## config.mk

```make
export PLATFORM = sky130hd
export DESIGN_NAME = write_clip_multi
export DESIGN_NICKNAME = d
export VERILOG_FILES = /design/src/rtl/write_clip_multi.sv
export SDC_FILE = /design/constraint.sdc
export NUM_CORES = 1
export LEC_CHECK = 0
export ABC_AREA = 0
export ABC_CLOCK_PERIOD_IN_PS = 8350
export CAP_MARGIN = 20
export CORE_MARGIN = 3
export CORE_UTILIZATION = 59
export DETAILED_ROUTE_END_ITERATION = 10
export PLACE_DENSITY = 0.8
export SLEW_MARGIN = 20
export SYNTH_ARGS = -nofsm -noshare
export SYNTH_HDL_FRONTEND = slang
export SYNTH_SLANG_ARGS = --single-unit
```

## constraint.sdc

```tcl
create_clock -name clk -period 8.35 [get_ports clk]
set_input_delay 0.835 -clock clk [delete_from_list [all_inputs] [get_ports clk]]
set_output_delay 0.835 -clock clk [all_outputs]
set_load 0.005 [all_outputs]
```

## src/rtl/write_clip_multi.sv

```systemverilog
// Tail stage of the convolution pipeline: buffers packed multi-lane results in a FIFO,
// saturates each lane to the output width and writes them to blockram at strided addresses.
module write_clip_multi #(
   parameter int NUM_CHANNELS           = 4,
   parameter int DATA_WIDTH             = 16,
   parameter int OUTPUT_DATA_WIDTH      = 8,
   parameter int FIFO_DEPTH             = 8,
   parameter int LOG_FIFO_DEPTH         = 3,
   parameter int LOG_MAX_ITERS          = 16,
   parameter int LOG_MAX_READS_PER_ITER = 16,
   parameter int LOG_MAX_ADDRESS        = 16
) (
   input  logic                                      clk,
   input  logic                                      rst,
   input  logic                                      configure,
   input  logic [LOG_MAX_ITERS-1:0]                  num_iters,
   input  logic [LOG_MAX_READS_PER_ITER-1:0]         num_reads_per_iter,
   input  logic [LOG_MAX_ADDRESS-1:0]                base_address,
   input  logic [LOG_MAX_ADDRESS-1:0]                iter_stride,
   input  logic [OUTPUT_DATA_WIDTH-1:0]              min_clip,
   input  logic [OUTPUT_DATA_WIDTH-1:0]              max_clip,
   input  logic [NUM_CHANNELS*DATA_WIDTH-1:0]        data_in,
   input  logic                                      valid_in,
   output logic                                      avail_out,
   output logic [NUM_CHANNELS*OUTPUT_DATA_WIDTH-1:0] data_out,
   output logic [LOG_MAX_ADDRESS-1:0]                address_out,
   output logic                                      valid_out,
   input  logic                                      avail_in,
   output logic                                      done,
   output logic                                      error
);

   typedef enum logic [1:0] {ST_IDLE = 2'd0, ST_RUN = 2'd1, ST_DONE = 2'd2} state_t;

   localparam logic [LOG_FIFO_DEPTH:0] DEPTH_C = FIFO_DEPTH[LOG_FIFO_DEPTH:0];
   localparam logic [LOG_FIFO_DEPTH:0] AFULL_C = DEPTH_C - (LOG_FIFO_DEPTH+1)'(2);
   localparam logic [LOG_MAX_ITERS-1:0]          ITER_ONE_C = LOG_MAX_ITERS'(1);
   localparam logic [LOG_MAX_READS_PER_ITER-1:0] READ_ONE_C = LOG_MAX_READS_PER_ITER'(1);

   state_t                                state_r, state_nxt_s;
   logic [NUM_CHANNELS*DATA_WIDTH-1:0]    fifo_mem_r [FIFO_DEPTH];
   logic [LOG_FIFO_DEPTH-1:0]             wr_ptr_r, rd_ptr_r;
   logic [LOG_FIFO_DEPTH:0]               count_r;
   logic [LOG_MAX_ITERS-1:0]              iters_left_r;
   logic [LOG_MAX_READS_PER_ITER-1:0]     reads_r, words_left_r;
   logic [LOG_MAX_ADDRESS-1:0]            stride_r, iter_base_r, cur_addr_r;
   logic [OUTPUT_DATA_WIDTH-1:0]          min_r, max_r;
   logic                                  error_r;
   logic                                  run_s, full_s, empty_s, afull_s, push_s, pop_s;
   logic                                  last_word_s, last_iter_s;
   logic [NUM_CHANNELS*DATA_WIDTH-1:0]    head_s;

   // Signed saturation of one lane; an inverted bound pair resolves to max_clip on the upper test.
   function automatic logic [OUTPUT_DATA_WIDTH-1:0] clip_lane(
      input logic signed [DATA_WIDTH-1:0]        lane,
      input logic        [OUTPUT_DATA_WIDTH-1:0] lo,
      input logic        [OUTPUT_DATA_WIDTH-1:0] hi
   );
      logic signed [DATA_WIDTH-1:0] lo_x, hi_x;
      lo_x = {{(DATA_WIDTH-OUTPUT_DATA_WIDTH){lo[OUTPUT_DATA_WIDTH-1]}}, lo};
      hi_x = {{(DATA_WIDTH-OUTPUT_DATA_WIDTH){hi[OUTPUT_DATA_WIDTH-1]}}, hi};
      if (lane > hi_x) begin
         clip_lane = hi;
      end else if (lane < lo_x) begin
         clip_lane = lo;
      end else begin
         clip_lane = lane[OUTPUT_DATA_WIDTH-1:0];
      end
   endfunction

   assign run_s       = (state_r == ST_RUN);
   assign full_s      = (count_r == DEPTH_C);
   assign empty_s     = (count_r == '0);
   assign afull_s     = (count_r >= AFULL_C);
   assign pop_s       = run_s & ~empty_s & avail_in;
   // A pop in the same cycle frees the slot, so a write at full is still accepted then.
   assign push_s      = valid_in & run_s & (~full_s | pop_s);
   assign last_word_s = (words_left_r == READ_ONE_C);
   assign last_iter_s = (iters_left_r == ITER_ONE_C);
   assign head_s      = fifo_mem_r[rd_ptr_r];
   assign address_out = cur_addr_r;
   assign error       = error_r;

   // FSM state register.
   always_ff @(posedge clk) begin
      if (rst) begin
         state_r <= ST_IDLE;
      end else begin
         state_r <= state_nxt_s;
      end
   end

   // FSM next-state decode.
   always_comb begin
      state_nxt_s = state_r;
      case (state_r)
         ST_IDLE: begin
            if (configure) state_nxt_s = ST_RUN;
            else           state_nxt_s = ST_IDLE;
         end
         ST_RUN: begin
            if (pop_s & last_word_s & last_iter_s) state_nxt_s = ST_DONE;
            else                                   state_nxt_s = ST_RUN;
         end
         ST_DONE: state_nxt_s = ST_IDLE;
         default: state_nxt_s = ST_IDLE;
      endcase
   end

   // FSM outputs.
   always_comb begin
      valid_out = 1'b0;
      avail_out = 1'b0;
      done      = 1'b0;
      case (state_r)
         ST_RUN: begin
            valid_out = pop_s;
            avail_out = ~afull_s;
         end
         ST_DONE: done = 1'b1;
         default: done = 1'b0;
      endcase
   end

   // FIFO storage (contents need no reset; occupancy is tracked separately).
   always_ff @(posedge clk) begin
      if (push_s) fifo_mem_r[wr_ptr_r] <= data_in;
   end

   // FIFO pointers and occupancy; leftovers are flushed once the job completes.
   always_ff @(posedge clk) begin
      if (rst || state_r == ST_DONE) begin
         wr_ptr_r <= '0;
         rd_ptr_r <= '0;
         count_r  <= '0;
      end else begin
         if (push_s) wr_ptr_r <= wr_ptr_r + LOG_FIFO_DEPTH'(1);
         if (pop_s)  rd_ptr_r <= rd_ptr_r + LOG_FIFO_DEPTH'(1);
         case ({push_s, pop_s})
            2'b10:   count_r <= count_r + (LOG_FIFO_DEPTH+1)'(1);
            2'b01:   count_r <= count_r - (LOG_FIFO_DEPTH+1)'(1);
            default: count_r <= count_r;
         endcase
      end
   end

   // Configuration latch, iteration/word counters and write address generation.
   always_ff @(posedge clk) begin
      if (rst) begin
         iters_left_r <= '0;
         reads_r      <= '0;
         words_left_r <= '0;
         stride_r     <= '0;
         iter_base_r  <= '0;
         cur_addr_r   <= '0;
         min_r        <= '0;
         max_r        <= '0;
         error_r      <= 1'b0;
      end else begin
         if ((valid_in & ~push_s) | (configure & (state_r != ST_IDLE))) error_r <= 1'b1;
         if (state_r == ST_IDLE && configure) begin
            iters_left_r <= (num_iters == '0) ? ITER_ONE_C : num_iters;
            reads_r      <= (num_reads_per_iter == '0) ? READ_ONE_C : num_reads_per_iter;
            words_left_r <= (num_reads_per_iter == '0) ? READ_ONE_C : num_reads_per_iter;
            stride_r     <= iter_stride;
            iter_base_r  <= base_address;
            cur_addr_r   <= base_address;
            min_r        <= min_clip;
            max_r        <= max_clip;
         end else if (pop_s) begin
            if (last_word_s) begin
               words_left_r <= reads_r;
               iters_left_r <= iters_left_r - ITER_ONE_C;
               iter_base_r  <= iter_base_r + stride_r;
               cur_addr_r   <= iter_base_r + stride_r;
            end else begin
               words_left_r <= words_left_r - READ_ONE_C;
               cur_addr_r   <= cur_addr_r + LOG_MAX_ADDRESS'(1);
            end
         end
      end
   end

   // Per-lane clip of the FIFO head.
   always_comb begin
      data_out = '0;
      for (int i = 0; i < NUM_CHANNELS; i++) begin
         data_out[i*OUTPUT_DATA_WIDTH +: OUTPUT_DATA_WIDTH] =
            clip_lane(head_s[i*DATA_WIDTH +: DATA_WIDTH], min_r, max_r);
      end
   end

endmodule

```

==> results of run 1 <==
flip-flops by register name, summed over array words and instances, names as in the netlist, named ones only:
name	count
address_out	16
count_r	4
error	1
fifo_mem_r	512
iter_base_r	16
iters_left_r	16
max_r	8
min_r	8
rd_ptr_r	3
reads_r	16
state_r	2
stride_r	16
words_left_r	16
wr_ptr_r	3
final timing paths:
kind | slack (ps) | end
worst min-delay path | 450 | reads_r[10]
worst max register to register | 4970 | iters_left_r[9]
worst min register to register | 450 | reads_r[10]
worst max-delay path | 1600 | data_out[16]
worst max-delay path, stage by stage (launching register included):
cell             delay, ps
dfxtp_4                710
buf_12                 460
mux4_2                 570
mux2_2                 300
ha_1                   310
nand4_1                100
nor3_1                 400
o2111ai_1              230
o211ai_1               840
mux2_2                 420
o22ai_1                180
mux2_2                 200
clkdlybuf4s50_1        500
power groups by stage:
stage,Clock [W],Combinational [W],Sequential [W]
CTS,0.00289,0.000827,0.00355
finish,0.00285,0.000836,0.00355
global route,0.00302,0.000911,0.00356
global placement,0,0.000794,0.00361
detailed placement,0,0.000819,0.00362
floorplan,0,0.000495,0.00360
layout by cell type (no fill, tap or decap), types with 7 or more instances in the layout:
cell,instances
xnor2_1,15
nor2b_1,16
clkinv_1,14
nand2_1,178
o211ai_1,13
edfxtp_1,512
mux2_2,59
nand3_1,24
and4_1,7
nor2_1,140
nand2b_1,10
o221ai_1,8
nor3_1,37
o21ai_0,68
buf_4,30
a21o_1,16
clkbuf_1,19
ha_1,148
a21oi_1,157
clkdlybuf4s50_1,199
inv_1,53
a31oi_1,14
a211oi_1,33
nand4_1,20
o21a_1,7
mux4_2,128
or3_1,14
o22ai_1,10
dfxtp_1,125
clkbuf_16,68
mux2i_1,69
xor2_1,10
nor4_1,20
layout make-up:
class / instances / share of cell area
multi-input combinational: 1317 / 0.323
clock buffer: 90 / 0.0526
sequential: 640 / 0.520
inverter: 53 / 0.00577
tap: 664 / 0.0241
antenna: 2 / 0.000145
timing repair buffer: 232 / 0.0662
clock inverter: 33 / 0.00802
cells by family after synthesis:
group	Yosys count	synth area share
AO/OA/AOI/OAI	383	0.0798
XOR/XNOR	25	0.00740
adder cells (fa/ha/maj)	150	0.0639
flip-flops	640	0.606
multiplexers	256	0.143
AND/OR/NAND/NOR	503	0.0796
buffers and inverters	146	0.0197
per-stage QoR:
stage,cell area [µm²],hold WS (ps),util,power (W),std cells
after floorplan,29600,433,-,0.00409,2103
after global placement,32400,440,0.657,0.00441,2905
after detailed placement,32400,446,0.658,0.00444,2906
after CTS,34500,454,0.700,0.00727,3029
after global routing,34500,478,0.700,0.00749,3031
final,34500,453,0.700,0.00724,3031
per-layer routing:
| metal | track usage | share of wire | up-vias |
|---|---|---|---|
| li1 | - | - | 8644 |
| met3 | 0.0595 | 0.098 | 184 |
| met5 | 0 | 0.00017 | - |
| met4 | 0.122 | 0.039 | 2 |
| met1 | 0.387 | 0.39 | 9603 |
| met2 | 0.465 | 0.48 | 1069 |
cells in the mapped netlist, drive strengths merged, types with 13 or more instances:
| cell | n |
|---|---|
| mux4 | 128 |
| or3 | 15 |
| nand3 | 24 |
| o21ai | 71 |
| buf | 43 |
| a21o | 16 |
| a31oi | 14 |
| ha | 148 |
| nand2 | 180 |
| nor3 | 41 |
| nand4 | 20 |
| nor2 | 142 |
| inv | 53 |
| a211oi | 33 |
| mux2 | 59 |
| xnor2 | 15 |
| a21oi | 158 |
| clkbuf | 50 |
| dfxtp | 128 |
| edfxtp | 512 |
| mux2i | 69 |
| o211ai | 13 |
| nor4 | 22 |
| nor2b | 16 |
==> flow_summary_export.csv, run 1 <==
group,metric,value,unit
critical_path,path_max_fanout,59,
run,drv_cap,0,
floorplanning,fp.dieH,230,µm
timing,worstMarginPinSlew,1130,ps
power,swShare,0.243,
floorplanning,start_util,0.601,
power,p_comb_frac,0.115,
min_path,hold_class,"register to register",
synth,synth_edf_count,512,
timing,hold_viol,0,
detailed_routing,dr.pass1.iters,5,
final_layout,nFillCells,3255,
floorplanning,die_area,52900,µm²
clock_tree,post_cts_resized,0,
synth,synthCells,2103,
clock_tree,clock-sinks,640,
detailed_routing,wl_per_cell,25.1,µm
clock_tree,hold_buffers,0,
clock_tree,insertion_delay,620,ps
critical_path,path_class,"register to output port",
final_layout,areaGrowthSynthToFinish,16.6,%
global_route,grt_pass1_wl,116000,µm
critical_path,cp.required,7520,ps
synth,synth-main-ff-cell,"edfxtp_1",
global_route,antenna_found_initial,3,
timing,rsz0062_at_grt,"no",
synth,yosysWarnings,0,
placement,routabilityCongestion,0.909,
synth,yosys-top-cells-area,"edfxtp_1 52%, mux4_2 9.7%, dfxtp_1 8.7%",
clock_tree,tritoncts,"yes",
final_layout,drive_gt1_frac,0.142,
final_layout,seqCellArea,17900,µm²
timing,min_period,6750,ps
power,internal_power,0.00549,W
min_path,min_path_cells,2,
timing,max_freq,148,MHz
placement,place.detailed.hpwl,48800,µm
clock_tree,h-tree-depth,3,
detailed_routing,drc_errors,0,
clock_tree,numCtsBuffers,68,
critical_path,worstSetupStartpointType,"register",
floorplanning,num_rows,81,
clock_tree,clock_path_buffers,3,
placement,portBuffers,200,
timing,skew,17.8,ps
critical_path,cp_data_arrival_time,5910,ps
power,power.share.clock,0.394,
timing,setup_viol,0,
power,switchingPower,0.00176,W
detailed_routing,wl,76200,µm
synth,ys_seq_area_frac,0.606,
global_route,grtUsageTotal,0.289,
floorplanning,fp.coreArea,49300,µm²
detailed_routing,vias_per_cell,6.43,
power,vdd_drop_max,0.247,mV
synth,synth_top_area_share,0.520,
synth,ys_types,73,
synth,synth_nets,2402,
critical_path,r2r_start,"words_left_r[7]",
global_route,grt_max_degree,77,
timing,slew_violations,0,
timing,period_share,0.808,
clock_tree,path_clk_slew,60,ps
clock_tree,root_buffer,"clkbuf_16",
power,p_seq_frac,0.490,
final_layout,nets,2611,
timing,setup_tns,0,ps
power,p_per_area,210,nW/µm²
clock_tree,cts_setup_buffers,0,
status,status,"finished, final reports clean",
global_route,grt_pass1_vias,19567,
critical_path,endpoint_kind,"output port",
floorplanning,fp.dieW,230,µm
global_route,overflow,0,
detailed_routing,via_count,19502,
synth,synthArstFlopShare,0,
timing,fin_ws,1600,ps
detailed_routing,postRouteAntennaNets,0,
synth,synth_area_per_cell,14.1,µm²
placement,place_ws,2290,ps
synth,synth-seq-cells,640,
final_layout,multi_input_area,11100,µm²
detailed_routing,drtIter0Drc,2231,
critical_path,ff2ff_path_depth,7,
power,leakage,11.6,nW
synth,synth_area_leader_cell,"edfxtp_1",
synth,synth_area,29600,µm²
timing,slew_headroom,0.242,
floorplanning,io_pins,201,
min_path,hold_start,"reads_r[10]",
Note: power is estimated with default switching activity, not from simulation.
==> inputs of run 2 (changes only) <==
--- a/config.mk
+++ b/config.mk
@@ -6,7 +6,7 @@
 export NUM_CORES = 1
 export LEC_CHECK = 0
 export ABC_AREA = 0
-export ABC_CLOCK_PERIOD_IN_PS = 8350
+export ABC_CLOCK_PERIOD_IN_PS = 6450
 export CAP_MARGIN = 20
 export CORE_MARGIN = 3
 export CORE_UTILIZATION = 59
==> constraint.sdc (replaced) <==
create_clock -name clk -period 6.45 [get_ports clk]
set_input_delay 0.645 -clock clk [delete_from_list [all_inputs] [get_ports clk]]
set_output_delay 0.645 -clock clk [all_outputs]
set_load 0.005 [all_outputs]
==> run 2 against run 1 <==
Effect of this change:
- critical path depth did not move
- register-to-register slack got worse by 1900 ps
- die area is the same
- worst setup slack got worse by 1200 ps
- final cell count increased by 0.30%
- first-iteration DRC count down 12%
- critical endpoint is now data_out[29]
- combinational power increased by 32%
- via count grew 1.0%
- clock-buffer cell count fell by 14
- non-clock buffer count is 10 higher
==> flow_summary_export.csv, run 2 (synthesized netlist as in run 1, its figures left out) <==
group,metric,value,unit
critical_path,regToRegSetupSlack,3040,ps
detailed_routing,drtIter0Drc,1970,
clock_tree,root_buffer,"clkbuf_16",
final_layout,nets,2622,
critical_path,slowest_stage,"dfxtp_4",
timing,worstMarginPinSlew,944,ps
final_layout,largest-register,"fifo_mem_r",
min_path,hold_class,"primary input to register",
final_layout,nFillCells,3267,
power,power.share.clock,0.395,
floorplanning,fp.dieH,230,µm
critical_path,cpPeakStageDelay,730,ps
detailed_routing,vias_per_cell,6.48,
detailed_routing,via_count,19706,
global_route,grt_max_degree,79,
clock_tree,clock_path_buffers,3,
timing,setup_tns,0,ps
final_layout,drive_gt1_frac,0.151,
placement,place_ws,1100,ps
placement,portBuffers,200,
placement,place.detailed.hpwl,49300,µm
global_route,antenna_found_initial,4,
detailed_routing,wl_per_cell,25.1,µm
timing,rsz0062_at_grt,"no",
detailed_routing,wl,76300,µm
timing,slew_violations,0,
floorplanning,fp.coreArea,49300,µm²
timing,hold_viol,0,
global_route,overflow,0,
floorplanning,start_util,0.601,
min_path,min_path_cells,2,
final_layout,fin_util,0.703,
power,p_comb_frac,0.117,
floorplanning,fp.dieW,230,µm
critical_path,cp_data_arrival_time,5430,ps
timing,slew_headroom,0.369,
power,total_power,0.00941,W
critical_path,crit_family,"multiplexers",
critical_path,path_class,"register to output port",
clock_tree,clock-sinks,640,
detailed_routing,drc_errors,0,
placement,routabilityCongestion,0.916,
clock_tree,cts_setup_buffers,0,
clock_tree,numCtsBuffers,69,
floorplanning,die_area,52900,µm²
clock_tree,tritoncts,"yes",
final_layout,final_area,34600,µm²
critical_path,path_buf_inv,2,
clock_tree,path_clk_slew,60,ps
min_path,whs_endpoint,"stride_r[0]",
timing,min_period,6070,ps
detailed_routing,dr.pass1.iters,6,
power,p_per_area,272,nW/µm²
status,status,"finished, final reports clean",
critical_path,endpoint_kind,"output port",
critical_path,worst_r2r_endpoint,"iters_left_r[14]",
global_route,grt_pass1_vias,19424,
timing,max_freq,165,MHz
timing,period_share,0.942,
floorplanning,io_pins,201,
timing,setup_viol,0,
critical_path,path_max_fanout,42,
final_layout,largest_reg_flops,512,
timing,fin_ws,375,ps
clock_tree,insertion_delay,620,ps
critical_path,cp.required,5800,ps
critical_path,worstSetupStartpointType,"register",
power,internal_power,0.00709,W
critical_path,path_cells,"buf_12 > mux4_2 > mux2_2 > ha_1 > a21oi_1 > o21ai_0 > nor4b_1 > a2111oi_0 > or2_2 > mux2i_1 > mux2i_1 > clkdlybuf4s50_1",
power,switchingPower,0.00232,W
detailed_routing,postRouteAntennaNets,0,
power,vdd_drop_max,0.279,mV
placement,placed_cell_area,32500,µm²
global_route,grtUsageTotal,0.288,
power,swShare,0.246,
critical_path,cpMostUsedCell,"mux2i_1",
critical_path,ff2ff_path_depth,6,
clock_tree,post_cts_resized,0,
clock_tree,hold_buffers,0,
min_path,hold_start,"rst",
global_route,grt_pass1_wl,116000,µm
power,leakage,11.7,nW
floorplanning,num_rows,81,
clock_tree,h-tree-depth,3,
final_layout,final_cell_mix,"512 x edfxtp_1, 199 x clkdlybuf4s50_1, 178 x nand2_1",
timing,skew,21.0,ps
power,p_seq_frac,0.488,
final_layout,areaGrowthSynthToFinish,17.0,%
run,drv_cap,0,
final_layout,mostFrequentLayoutCell,"edfxtp_1",
critical_path,r2r_start,"words_left_r[7]",
## run 2: final cells by class
| type | count | area (µm²) | share of cell area |
|---|---|---|---|
| multi-input combinational | 1317 | 11100 | 0.321 |
| clock buffer | 76 | 1750 | 0.0506 |
| antenna | 2 | 5.00 | 0.000145 |
| timing repair buffer | 242 | 2380 | 0.0689 |
| sequential | 640 | 17900 | 0.518 |
| clock inverter | 46 | 370 | 0.0107 |
| inverter | 53 | 199 | 0.00575 |
| tap | 664 | 831 | 0.0240 |
## run 2: through the flow
step | cells | hold slack [ps]
finish | 3040 | 424
CTS | 3037 | 404
detailed placement | 2915 | 447
global placement | 2915 | 441
global route | 3040 | 428
floorplan | 2103 | 433
## run 2: how the worst max path moves through the flow
stage,end,slack [ps],depth (start not counted)
2_1_floorplan,fifo_mem_r[2][0],90,3
3_3_place_gp,data_out[29],1130,12
3_5_place_dp,data_out[29],1100,12
4_1_cts,data_out[29],430,12
5_1_grt,data_out[16],120,12
6_report,data_out[29],380,12
## run 2: metal layers
metal  GRT usage  vias up  wire length (µm)
met1       0.382     9849             30200
met4       0.105        4              2510
met3      0.0652      174              6820
met2       0.469     1006             36700
li1            -     8673                 -
met5           0        -                25
## run 2: power groups by stage
stage,combinational [W],clock (W),sequential [W]
global route,0.00119,0.00393,0.00460
global placement,0.00104,0,0.00467
floorplan,0.000641,0,0.00466
finish,0.00110,0.00371,0.00460
detailed placement,0.00107,0,0.00468
CTS,0.00108,0.00376,0.00459
==> inputs of run 3 (changes only) <==
--- a/config.mk
+++ b/config.mk
@@ -12,6 +12,7 @@
 export CORE_UTILIZATION = 59
 export DETAILED_ROUTE_END_ITERATION = 10
 export PLACE_DENSITY = 0.8
+export REMOVE_ABC_BUFFERS = 1
 export SLEW_MARGIN = 20
 export SYNTH_ARGS = -nofsm -noshare
 export SYNTH_HDL_FRONTEND = slang
==> run 3 against run 2 <==
Effect of this change:
- worst setup slack gained 38 ps
- clock-buffer cell count up 17
- maximum frequency increased by 0.63%
- power rose by 1.3%
- design area grew 0.10%
- worst hold slack improved by 29 ps
- critical path depth grew 2
- first-iteration DRC count rose by 22%
- critical endpoint is now data_out[1]
- largest cell class unchanged
- largest power group unchanged
- highest routed layer unchanged
==> flow_summary_export.csv, run 3 (synthesized netlist as in run 1, its figures left out) <==
group,metric,value,unit
timing,period_share,0.936,
critical_path,crit_end,"data_out[1]",
timing,min_period,6040,ps
critical_path,worstSetupStartpointType,"register",
global_route,grt_pass1_wl,115000,µm
power,p_per_area,275,nW/µm²
final_layout,fin_util,0.704,
detailed_routing,wl,74300,µm
detailed_routing,via_count,19522,
clock_tree,tritoncts,"yes",
final_layout,areaGrowthSynthToFinish,17.2,%
clock_tree,cts_setup_buffers,0,
placement,portBuffers,200,
critical_path,path_class,"register to output port",
detailed_routing,drc_errors,0,
critical_path,cp_data_arrival_time,5390,ps
detailed_routing,dr_wl_met2,35900,µm
clock_tree,h-tree-depth,3,
detailed_routing,routed.top_layer,"met5",
critical_path,worst_r2r_endpoint,"iters_left_r[9]",
clock_tree,root_buffer,"clkbuf_16",
clock_tree,numCtsBuffers,67,
final_layout,largest_reg_flops,512,
critical_path,ff2ff_path_depth,7,
global_route,grt_max_degree,70,
detailed_routing,wl_met1,29200,µm
clock_tree,hold_buffers,0,
floorplanning,fp.coreArea,49300,µm²
timing,worstMarginPinSlew,1090,ps
global_route,antenna_found_initial,7,
power,leakage,11.7,nW
critical_path,cp.required,5800,ps
timing,slew_headroom,0.276,
final_layout,nets,2612,
final_layout,drive_gt1_frac,0.145,
detailed_routing,vias_per_cell,6.43,
clock_tree,clock_path_buffers,3,
critical_path,r2r_start,"words_left_r[7]",
critical_path,path_max_fanout,29,
floorplanning,fp.dieH,230,µm
timing,skew,21.3,ps
timing,max_freq,166,MHz
detailed_routing,met3_length,6580,µm
power,power.share.clock,0.405,
final_layout,mostFrequentLayoutCell,"edfxtp_1",
placement,place.detailed.hpwl,46800,µm
power,internal_power,0.00729,W
placement,routabilityCongestion,0.930,
critical_path,endpoint_kind,"output port",
floorplanning,start_util,0.601,
timing,rsz0062_at_grt,"no",
status,status,"finished, final reports clean",
timing,setup_viol,0,
clock_tree,path_clk_slew,60,ps
detailed_routing,drtIter0Drc,2404,
final_layout,largest-register,"fifo_mem_r",
power,p_comb_frac,0.113,
timing,slew_violations,0,
global_route,grt_pass1_vias,19795,
detailed_routing,postRouteAntennaNets,0,
clock_tree,insertion_delay,610,ps
timing,hold_viol,0,
critical_path,regToRegSetupSlack,3110,ps
floorplanning,num_rows,81,
power,p_seq_frac,0.482,
run,drv_cap,0,
detailed_routing,dr.pass1.iters,7,
final_layout,final_cell_mix,"512 x edfxtp_1, 199 x clkdlybuf4s50_1, 178 x nand2_1",
global_route,grtUsageTotal,0.282,
timing,holdWs,453,ps
global_route,overflow,0,
power,switchingPower,0.00224,W
floorplanning,io_pins,201,
floorplanning,fp.dieW,230,µm
floorplanning,die_area,52900,µm²
detailed_routing,wl_per_cell,24.5,µm
power,swShare,0.235,
clock_tree,clock-sinks,640,
power,vdd_drop_max,0.220,mV
min_path,hold_class,"register to register",
[run 3: cell count changes in the layout (fill, tap and decap cells not counted), sizes merged, moves of 2 or more]
cell,before,now
buf,43,35
bufinv,2,4
clkbuf,76,93
clkinv,36,20
diode,2,5
[run 3: per-stage QoR]
step	setup TNS (ps)	setup slack, ps	power, W	std cells	instance area, µm²
floorplan	-67300	-2630	0.00529	2010	29200
global placement	0	1110	0.00569	2908	32400
detailed placement	0	1040	0.00573	2908	32400
CTS	0	355	0.00956	3031	34600
global route	0	76.3	0.00984	3034	34700
finish	0	414	0.00953	3036	34700
[run 3: critical path, stage by stage (launching register included)]
cell and delay [ps]:
dfxtp_4 690, buf_12 340, buf_12 280, mux4_2 550, mux2_2 310, ha_1 300, a21oi_1 180, o22ai_1 100
o211ai_1 200, nand2_1 100, a2111oi_0 470, nor3_1 120, buf_4 210, mux2i_1 310, clkdlybuf4s50_1 570
[run 3: per-layer routing]
metal | GRT usage | vias to the layer above
li1 | - | 8662
met1 | 0.374 | 9669
met2 | 0.460 | 1010
met3 | 0.0617 | 177
met4 | 0.111 | 4
met5 | 0 | -
[run 3: what timing repair did]
item	CTS	global route
resized for setup	0	1
endpoints found under the hold margin	0	0
setup endpoints to repair	0	1
[run 3: cell type report]
class / instances / area, µm²
Multi-Input combinational cell: 1317 / 11200
Timing Repair Buffer: 234 / 2300
Antenna cell: 5 / 12.5
Tap cell: 664 / 831
Clock inverter: 30 / 279
Sequential cell: 640 / 17900
Clock buffer: 93 / 1930
Inverter: 53 / 199
Fill cell: 3233 / 14600
[run 3: worst min path at each step]
stage                     start              end  slack, ps  cells after the start
global route                rst  iters_left_r[3]        460                      2
detailed placement     max_r[1]         max_r[1]        450                      2
floorplan           reads_r[10]      reads_r[10]        430                      2
CTS                         rst  iters_left_r[3]        450                      2
global placement    reads_r[15]      reads_r[15]        440                      2
finish              reads_r[10]      reads_r[10]        450                      2
[run 3: power groups by stage]
stage               registers (W)  clock network, W  logic, W
finish                    0.00459           0.00385   0.00108
global route              0.00460           0.00406   0.00117
CTS                       0.00459           0.00391   0.00106
detailed placement        0.00468                 0   0.00105
global placement          0.00467                 0   0.00101
floorplan                 0.00468                 0  0.000617
